<file path="config.mk">
export PLATFORM = sky130hd
export DESIGN_NAME = change_event_queue
export DESIGN_NICKNAME = d
export VERILOG_FILES = /design/src/rtl/change_event_queue_pkg.sv /design/src/rtl/change_event_queue_sync_fifo.sv /design/src/rtl/change_event_queue.sv
export SDC_FILE = /design/constraint.sdc
export NUM_CORES = 1
export LEC_CHECK = 0
export BUFFER_PORTS_ARGS = -buffer_cell sky130_fd_sc_hd__buf_2
export CAP_MARGIN = 40
export CORE_ASPECT_RATIO = 1.1
export CORE_MARGIN = 4
export CORE_UTILIZATION = 55
export CTS_CLUSTER_DIAMETER = 150
export DETAILED_ROUTE_END_ITERATION = 8
export PLACE_DENSITY = 0.73
export SLEW_MARGIN = 10
export SYNTH_ARGS = -nofsm -noshare
export SYNTH_HDL_FRONTEND = slang
export SYNTH_SLANG_ARGS = --single-unit
</file>
<file path="constraint.sdc">
create_clock -name CLK -period 3.7 [get_ports CLK]
set_input_delay 1.11 -clock CLK [delete_from_list [all_inputs] [get_ports CLK]]
set_output_delay 1.11 -clock CLK [all_outputs]
set_load 0.01 [all_outputs]
</file>
<file path="src/rtl/change_event_queue_pkg.sv">
// Shared types for the change-event queue: FIFO entry layout and detector FSM states.
package change_event_queue_pkg;

    localparam int unsigned DATA_W      = 8;
    // Widest delta a queue entry can carry; TS_WIDTH of the top must not exceed it.
    localparam int unsigned DELTA_MAX_W = 16;

    typedef logic [DATA_W-1:0]      ceq_data_t;
    typedef logic [DELTA_MAX_W-1:0] ceq_delta_t;

    typedef struct packed {
        ceq_data_t  data;
        ceq_delta_t delta;
    } ceq_entry_t;

    typedef enum logic [0:0] {
        INIT = 1'b0,
        RUN  = 1'b1
    } ceq_state_t;

endpackage

</file>
<file path="src/rtl/change_event_queue_sync_fifo.sv">
// First-word-fall-through synchronous FIFO; a push while full is accepted only
// when a pop happens on the same edge, otherwise it is silently ignored.
module sync_fifo #(
    parameter  int unsigned WIDTH = 8,
    parameter  int unsigned DEPTH = 4,
    localparam int unsigned AW    = $clog2(DEPTH),
    localparam int unsigned LW    = AW + 1
) (
    input  logic             i_clk,
    input  logic             i_rst,
    input  logic             i_push,
    input  logic [WIDTH-1:0] i_wdata,
    input  logic             i_pop,
    output logic [WIDTH-1:0] o_rdata,
    output logic             o_full,
    output logic             o_empty,
    output logic [LW-1:0]    o_level
);

    logic [WIDTH-1:0] r_mem [DEPTH];
    logic [AW-1:0]    r_wptr;
    logic [AW-1:0]    r_rptr;
    logic [LW-1:0]    r_level;

    logic w_do_push;
    logic w_do_pop;

    assign o_empty = (r_level == '0);
    assign o_full  = (r_level == LW'(DEPTH));
    assign o_level = r_level;
    assign o_rdata = r_mem[r_rptr];

    // Pop is evaluated first so a full FIFO can take a write in the slot being freed.
    assign w_do_pop  = i_pop && !o_empty;
    assign w_do_push = i_push && (!o_full || w_do_pop);

    always_ff @(posedge i_clk) begin
        if (w_do_push) begin
            r_mem[r_wptr] <= i_wdata;
        end
    end

    always_ff @(posedge i_clk) begin
        if (i_rst) begin
            r_wptr  <= '0;
            r_rptr  <= '0;
            r_level <= '0;
        end else begin
            if (w_do_push) begin
                r_wptr <= r_wptr + 1'b1;
            end
            if (w_do_pop) begin
                r_rptr <= r_rptr + 1'b1;
            end
            case ({w_do_push, w_do_pop})
                2'b10:   r_level <= r_level + 1'b1;
                2'b01:   r_level <= r_level - 1'b1;
                default: r_level <= r_level;
            endcase
        end
    end

endmodule

</file>
<file path="src/rtl/change_event_queue.sv">
// Detects changes on an 8-bit sample stream and queues {new value, cycles since
// the previous change} for a ready/valid consumer.
module change_event_queue
    import change_event_queue_pkg::*;
#(
    parameter int unsigned DEPTH    = 4,
    parameter int unsigned TS_WIDTH = 8
) (
    input  logic                     CLK,
    input  logic                     RESET,
    input  logic [7:0]               XIN,
    output logic                     OUT_VALID,
    input  logic                     OUT_READY,
    output logic [7:0]               OUT_DATA,
    output logic [TS_WIDTH-1:0]      OUT_DELTA,
    output logic [$clog2(DEPTH):0]   LEVEL,
    output logic                     OVERFLOW
);

    localparam logic [TS_WIDTH-1:0] DELTA_SAT     = '1;
    localparam ceq_delta_t          DELTA_SAT_EXT = ceq_delta_t'(DELTA_SAT);

    ceq_state_t          r_state;
    ceq_state_t          w_state_next;
    logic [7:0]          r_prev;
    logic [TS_WIDTH-1:0] r_delta;
    logic                r_overflow;

    logic                w_event;
    logic                w_pop;
    logic                w_full;
    logic                w_empty;
    ceq_entry_t          w_push_entry;
    ceq_entry_t          w_head;

    always_comb begin
        w_state_next = r_state;
        w_event      = 1'b0;
        case (r_state)
            INIT: w_state_next = RUN;
            RUN:  w_event      = (XIN != r_prev);
            default: w_state_next = INIT;
        endcase
    end

    always_comb begin
        w_push_entry       = '0;
        w_push_entry.data  = XIN;
        w_push_entry.delta = ceq_delta_t'(r_delta);
    end

    assign w_pop = OUT_VALID && OUT_READY;

    always_ff @(posedge CLK) begin
        if (RESET) begin
            r_state    <= INIT;
            r_prev     <= '0;
            r_delta    <= '0;
            r_overflow <= 1'b0;
        end else begin
            r_state <= w_state_next;
            r_prev  <= XIN;
            // Dropped events restart the count just like accepted ones.
            if (r_state == INIT || w_event) begin
                r_delta <= TS_WIDTH'(1);
            end else if (r_delta != DELTA_SAT) begin
                r_delta <= r_delta + 1'b1;
            end
            if (w_event && w_full && !w_pop) begin
                r_overflow <= 1'b1;
            end
        end
    end

    sync_fifo #(
        .WIDTH ($bits(ceq_entry_t)),
        .DEPTH (DEPTH)
    ) u_fifo (
        .i_clk   (CLK),
        .i_rst   (RESET),
        .i_push  (w_event),
        .i_wdata (w_push_entry),
        .i_pop   (w_pop),
        .o_rdata (w_head),
        .o_full  (w_full),
        .o_empty (w_empty),
        .o_level (LEVEL)
    );

    assign OUT_VALID = !w_empty;
    assign OUT_DATA  = w_head.data;
    assign OUT_DELTA = (w_head.delta > DELTA_SAT_EXT) ? DELTA_SAT : w_head.delta[TS_WIDTH-1:0];
    assign OVERFLOW  = r_overflow;

endmodule

</file>
# --- Word level (Yosys, flattened, before mapping) ---
# Memory sizes are Yosys's and may differ from the RTL's. A register that Yosys moved wholly into a read port is not among the register bits.
# Index checks and enable logic that the tools add are counted.
word_totals:
  regBits: 25
  latchBits: 0
  ramBits: 64
  romBits: 0
  in_bits: 11
  out_inout_bits: 21
  n_memories: 1
classes:
  addsub: 5
  n_mul: 0
  div: 0
  magnitude_cmp: 1
  eq_ne: 5
  shift: 0
  n_mux: 10
  bitwise: 1
  n_reduce_logical: 14
mem_list:
  columns: ["name", "depth", "width", "rd", "rd_ports_with_merged_regs", "wr", "line_no", "rtl"]
  rows:
  - ["u_fifo.r_mem", 4, 16, 1, 1, 1, "change_event_queue_sync_fifo.sv:20", "logic [WIDTH-1:0] r_mem [DEPTH];"]
op_table:
  columns: ["op", "n"]
  rows:
  - ["$gt 16x8->1 const B", 1]
  - ["$add 8x1->8 const B", 1]
  - ["$mux 8", 1]
  - ["$ne 8x8->1", 1]
  - ["$ne 8x8->1 const B", 1]
  - ["$mux 1", 6]
  - ["$pmux 3 s2", 1]
  - ["$logic_and 1x1->1", 5]
  - ["$add 2x1->2 const B", 2]
  - ["$mux 2", 2]
  - ["$reduce_bool 2->1", 2]
  - ["$add 3x1->3 const B", 1]
  - ["$eq 3x3->1 const B", 1]
  - ["$logic_not 1->1", 3]
  - ["$logic_not 3->1", 1]
  - ["$sub 3x1->3 const B", 1]
  - ["$eq 2x1->1 const B", 1]
  - ["$eq 2x2->1 const B", 1]
  - ["$logic_or 1x1->1", 2]
  - ["$reduce_or 2->1", 1]
  - ["$not 1->1", 1]

# --- Logic depth before layout (Yosys ltp) ---
depth:
  depth_word: 8
  ltp_mapped: 10
  mapped_depth_nobuf: 10

# --- Cells and area by module ---
# A second synthesis with hierarchy kept.
unflattened:
  hier_cells: 275
  hier_area_um2: 4818.4
by_module_without_submodules:
  columns: ["module", "instances", "cells_each", "area_each_um2", "seq_area_each_um2"]
  rows:
  - ["sync_fifo", 1, 185, 3995.1, 3062.9]
  - ["change_event_queue", 1, 90, 823.3, 360.3]

# --- Worst setup path before layout ---
# No wires, ideal clock.
synth_timing:
  path_kind: "input to register"
  startpoint: "input XIN[1]"
  endpoint: "register u_fifo.r_level[2] (netlist: u_fifo.o_level[2])"
  setup_ns: 0.071
  arrival_ns: 3.009
  setup_slack_ns: 0.620
  path_stages: 10
  path_buffers: 0
  cell_sequence: "xor2_1 > nor4_4 > a21oi_2 > inv_1 > ha_1 > inv_1 > fa_1 > xor2_1 > or3_1 > a21oi_1"
synth_between:
  elab_chain_len: 5
  word_cells_on_any_way: 7
  cone_classes: "eq/ne: 3; mux: 2; reduce/logical: 2"
synth_lines:
  columns: ["element", "line_no", "rtl"]
  rows:
  - ["start: declaration", "change_event_queue.sv:11", "input logic [7:0] XIN,"]
  - ["$ne 8x8->1 (*)", "change_event_queue.sv:41", "RUN: w_event = (XIN != r_prev);"]
  - ["$mux 1 (*)", "change_event_queue.sv:39", "case (r_state)"]
  - ["$logic_and 1x1->1 (*)", "change_event_queue_sync_fifo.sv:35", "assign w_do_push = i_push && (!o_full || w_do_pop);"]
  - ["$eq 2x1->1 / $eq 2x2->1 (equally long branches)", "change_event_queue_sync_fifo.sv:55", "case ({w_do_push, w_do_pop})"]
  - ["$pmux 3 s2 / $reduce_bool 2->1 (equally long branches)", null, null]
  - ["end signal: assignment", "change_event_queue_sync_fifo.sv:56", "2'b10: r_level <= r_level + 1'b1;"]
  - ["end signal: assignment", "change_event_queue_sync_fifo.sv:57", "2'b01: r_level <= r_level - 1'b1;"]
  - ["end signal: assignment", "change_event_queue_sync_fifo.sv:58", "default: r_level <= r_level;"]
  - ["end: declaration", "change_event_queue_sync_fifo.sv:23", "logic [LW-1:0] r_level;"]
# Mark *: on every way between the ends. The rest lies on a longest branch, timed or not.
# A chain may end at the register's enable or synchronous reset.

# --- Worst setup path in the final report ---
layout_timing:
  startpoint: "input XIN[4]"
  endpoint: "register u_fifo.r_level[2] (netlist: u_fifo.o_level[2])"
# The elaborated chain is that of the path after synthesis.

==> impl_results.md <==
- Post-layout power: 2.23 mW
- Drt pass-1 iters: 4
- Syn Nets: 225
- P_sw: 592 uW
- Slew Viols, Final: 0
- Root Driver: clkbuf_8
- Switch share: 0.266
- Yosys reg bits: 91
- Die Y-Extent: 92.0 um
- Layout cells sized above 1: 0.285
- DRT antenna net count: 0
- First-pass GRT wire length: 9340 um
- Slew Limit Headroom: 0.450
- Full die area: 7760 sq um
- Post-Syn Area: 3530 sq um
- DP HPWL: 3740 um
- Fmax: 0.331 GHz
- Hold_buf cts: 0
- Initial core utilization: 0.569
- Synthesis Warnings: 0
- Non-filler instance count after layout: 333
- Worst-margin pin slew: 0.823 ns
- P&R area growth vs syn: 12.6%
- Number of synthesized flops with an enable pin: 64
- Largest stage delay on the critical path: 0.40 ns
- Crit share post-route: 0.817
- Clock Power Share: 0.251
- Cell taking the most area after synthesis: edfxtp_1
- Htree depth: 3
- Ranking of synthesized cells by area: edfxtp_1 54%, dfxtp_1 15%, mux4_2 10%
- Post-cts resize count: 0
- Initial DRC count: 97
- CP arrival: 3.30 ns
- Most instantiated cells after synthesis: 64 x edfxtp_1, 27 x dfxtp_1, 16 x mux4_2, 13 x nor2_1, 11 x xor2_1
- Total gr overflow: 0
- DR DRC count: 0
- Max VDD drop: 0.362 mV
- FP Rows: 30
- Via density: 5.35
- Max cap viols: 0
- # placed instances: 317
- Internal power: 1.64 mW
- Leak pwr: 1.41 nW
- Seq pwr share: 0.551
- Ys async rst share: 0
- Syn Inst Count: 207
- Antenna violations before repair: 0
- Setup-failing EPs final: 0
- Post-synthesis sequential area ratio: 0.698
- Crit Path Class: in -> reg
- Slowest library cell on the worst path: nor4_4
- # diodes: 0
- Core area: 6190 sq um
- Syn Area/Cell: 17.0 sq um
- Hold Fails Final Rpt: 0
- FF+latch area: 2460 sq um
- Critical path, cell by cell: buf_2 -> xor2_1 -> nor4_4 -> a21oi_2 -> inv_1 -> ha_1 -> inv_1 -> fa_1 -> xor2_1 -> or3_1 -> a21oi_1
- Critical Path RT: 3.98 ns
- Final-layout fill cell count: 476
- Drt wl/cell: 16.7 um
- TritonCTS clock tree: done
- Most frequently used flop master after synthesis: edfxtp_1
- Setup WS pre-CTS: 0.324 ns
- Worst Setup Start Kind: input port
- Pwr dens: 562 nW/um^2
- Top Ports: 32
- RSZ-0062 raised after global routing: no
- Gr usage total: 0.160
- Max Root-Sink Buffers: 2
- Setup TNS: 0 ns
- Num CTS Buffers: 9
- Clock Latency Late Sink: 0.35 ns
- Worst setup margin: 0.676 ns
- Worst Setup End Kind: flop
- Top cell type's share of synthesized area: 0.545
- Cell variety after synth: 35
- WL final: 5550 um
- Final net count: 266
- Outcome: complete, no violations
- Placer congestion estimate: 0.770
- Setup repair bufs after CTS: 0
- Clock sinks: 91
- Most frequent cell after synthesis: edfxtp_1
- Vias in the first global route: 1778
- Combinational share of power: 0.198
- Die width: 84.4 um
- Largest net degree at the start of global routing: 19
- Critical Path Fanout Max: 7
- Port Buf Inserts: 31
- Final setup skew: 0.00810 ns
- Multi-input gate area: 1010 sq um
- Min Tclk post-route: 3.02 ns
- CTS clk-pin slew, worst paths: 0.08 ns
- Worst hold path class: reg -> reg
- DR vias: 1781
-- flip-flops by register name, indices dropped and copies added, names as in the netlist, named ones only --
signal / flops
r_delta: 8
u_fifo.r_wptr: 2
OVERFLOW: 1
r_prev: 8
u_fifo.r_mem: 64
u_fifo.o_level: 3
r_state: 1
u_fifo.r_rptr: 2
-- metrics by stage --
| stage | area [sq um] | util | hold slack [ns] |
|---|---|---|---|
| finish | 3970 | 0.641 | 0.487 |
| global placement | 3810 | 0.615 | 0.459 |
| CTS | 3970 | 0.641 | 0.493 |
| global route | 3970 | 0.641 | 0.530 |
| detailed placement | 3810 | 0.615 | 0.470 |
| floorplan | 3530 | - | 0.468 |
-- cell usage in the layout, fill, tap and decap left out, types with 6 or more instances in the layout --
master,instances
xor2_1,11
dfxtp_1,27
mux4_2,16
nand2_1,6
buf_2,31
nor2b_1,9
nor2_1,13
inv_1,8
edfxtp_1,64
ha_1,6
clkbuf_8,9
-- per-layer routing --
layer	vias up	track usage	routed length, um
met2	35	0.251	2720
met1	872	0.215	2520
met5	-	0	0
li1	865	-	-
met4	0	0.0858	76
met3	9	0.0270	234
-- cells by family after synthesis --
| family | after synthesis | synth area share |
|---|---|---|
| AND/OR/NAND/NOR | 49 | 0.0848 |
| adder cells (fa/ha/maj) | 7 | 0.0270 |
| buffers and inverters | 14 | 0.0156 |
| AO/OA/AOI/OAI | 14 | 0.0301 |
| flip-flops | 91 | 0.698 |
| XOR/XNOR | 13 | 0.0323 |
| multiplexers | 19 | 0.112 |
-- power groups by stage --
stage	registers (mW)	logic (mW)	clock network, mW
2_1_floorplan	1.23	0.311	0
3_3_place_gp	1.25	0.445	0
3_5_place_dp	1.25	0.449	0
4_1_cts	1.23	0.451	0.577
5_1_grt	1.24	0.494	0.621
6_report	1.23	0.440	0.560
-- critical path, delay by kind of cell --
family | cells | cell delay (ns)
xor gates and xnor gates | 2 | 0.34
buffers and inverters | 3 | 0.29
and+or+nand+nor | 2 | 0.70
AOI/OAI and AO/OA | 2 | 0.32
adders and majority gates | 2 | 0.55
-- area by class of cell --
class	count	area share
Sequential cell	91	0.620
Multi-Input combinational cell	102	0.254
Timing Repair Buffer	36	0.0517
Clock buffer	11	0.0331
Tap cell	80	0.0252
Clock inverter	5	0.00788
Inverter	8	0.00756
-- worst paths after layout --
check / startpoint / to / slack (ns) / cells after the start
setup / recovery: XIN[4] / u_fifo.o_level[2] / 0.68 / 11
hold / removal: OVERFLOW / OVERFLOW / 0.49 / 1
setup reg to reg: u_fifo.o_level[0] / u_fifo.o_level[2] / 1.20 / 10
hold reg to reg: OVERFLOW / OVERFLOW / 0.49 / 1
(Power assumes the default switching activity.)
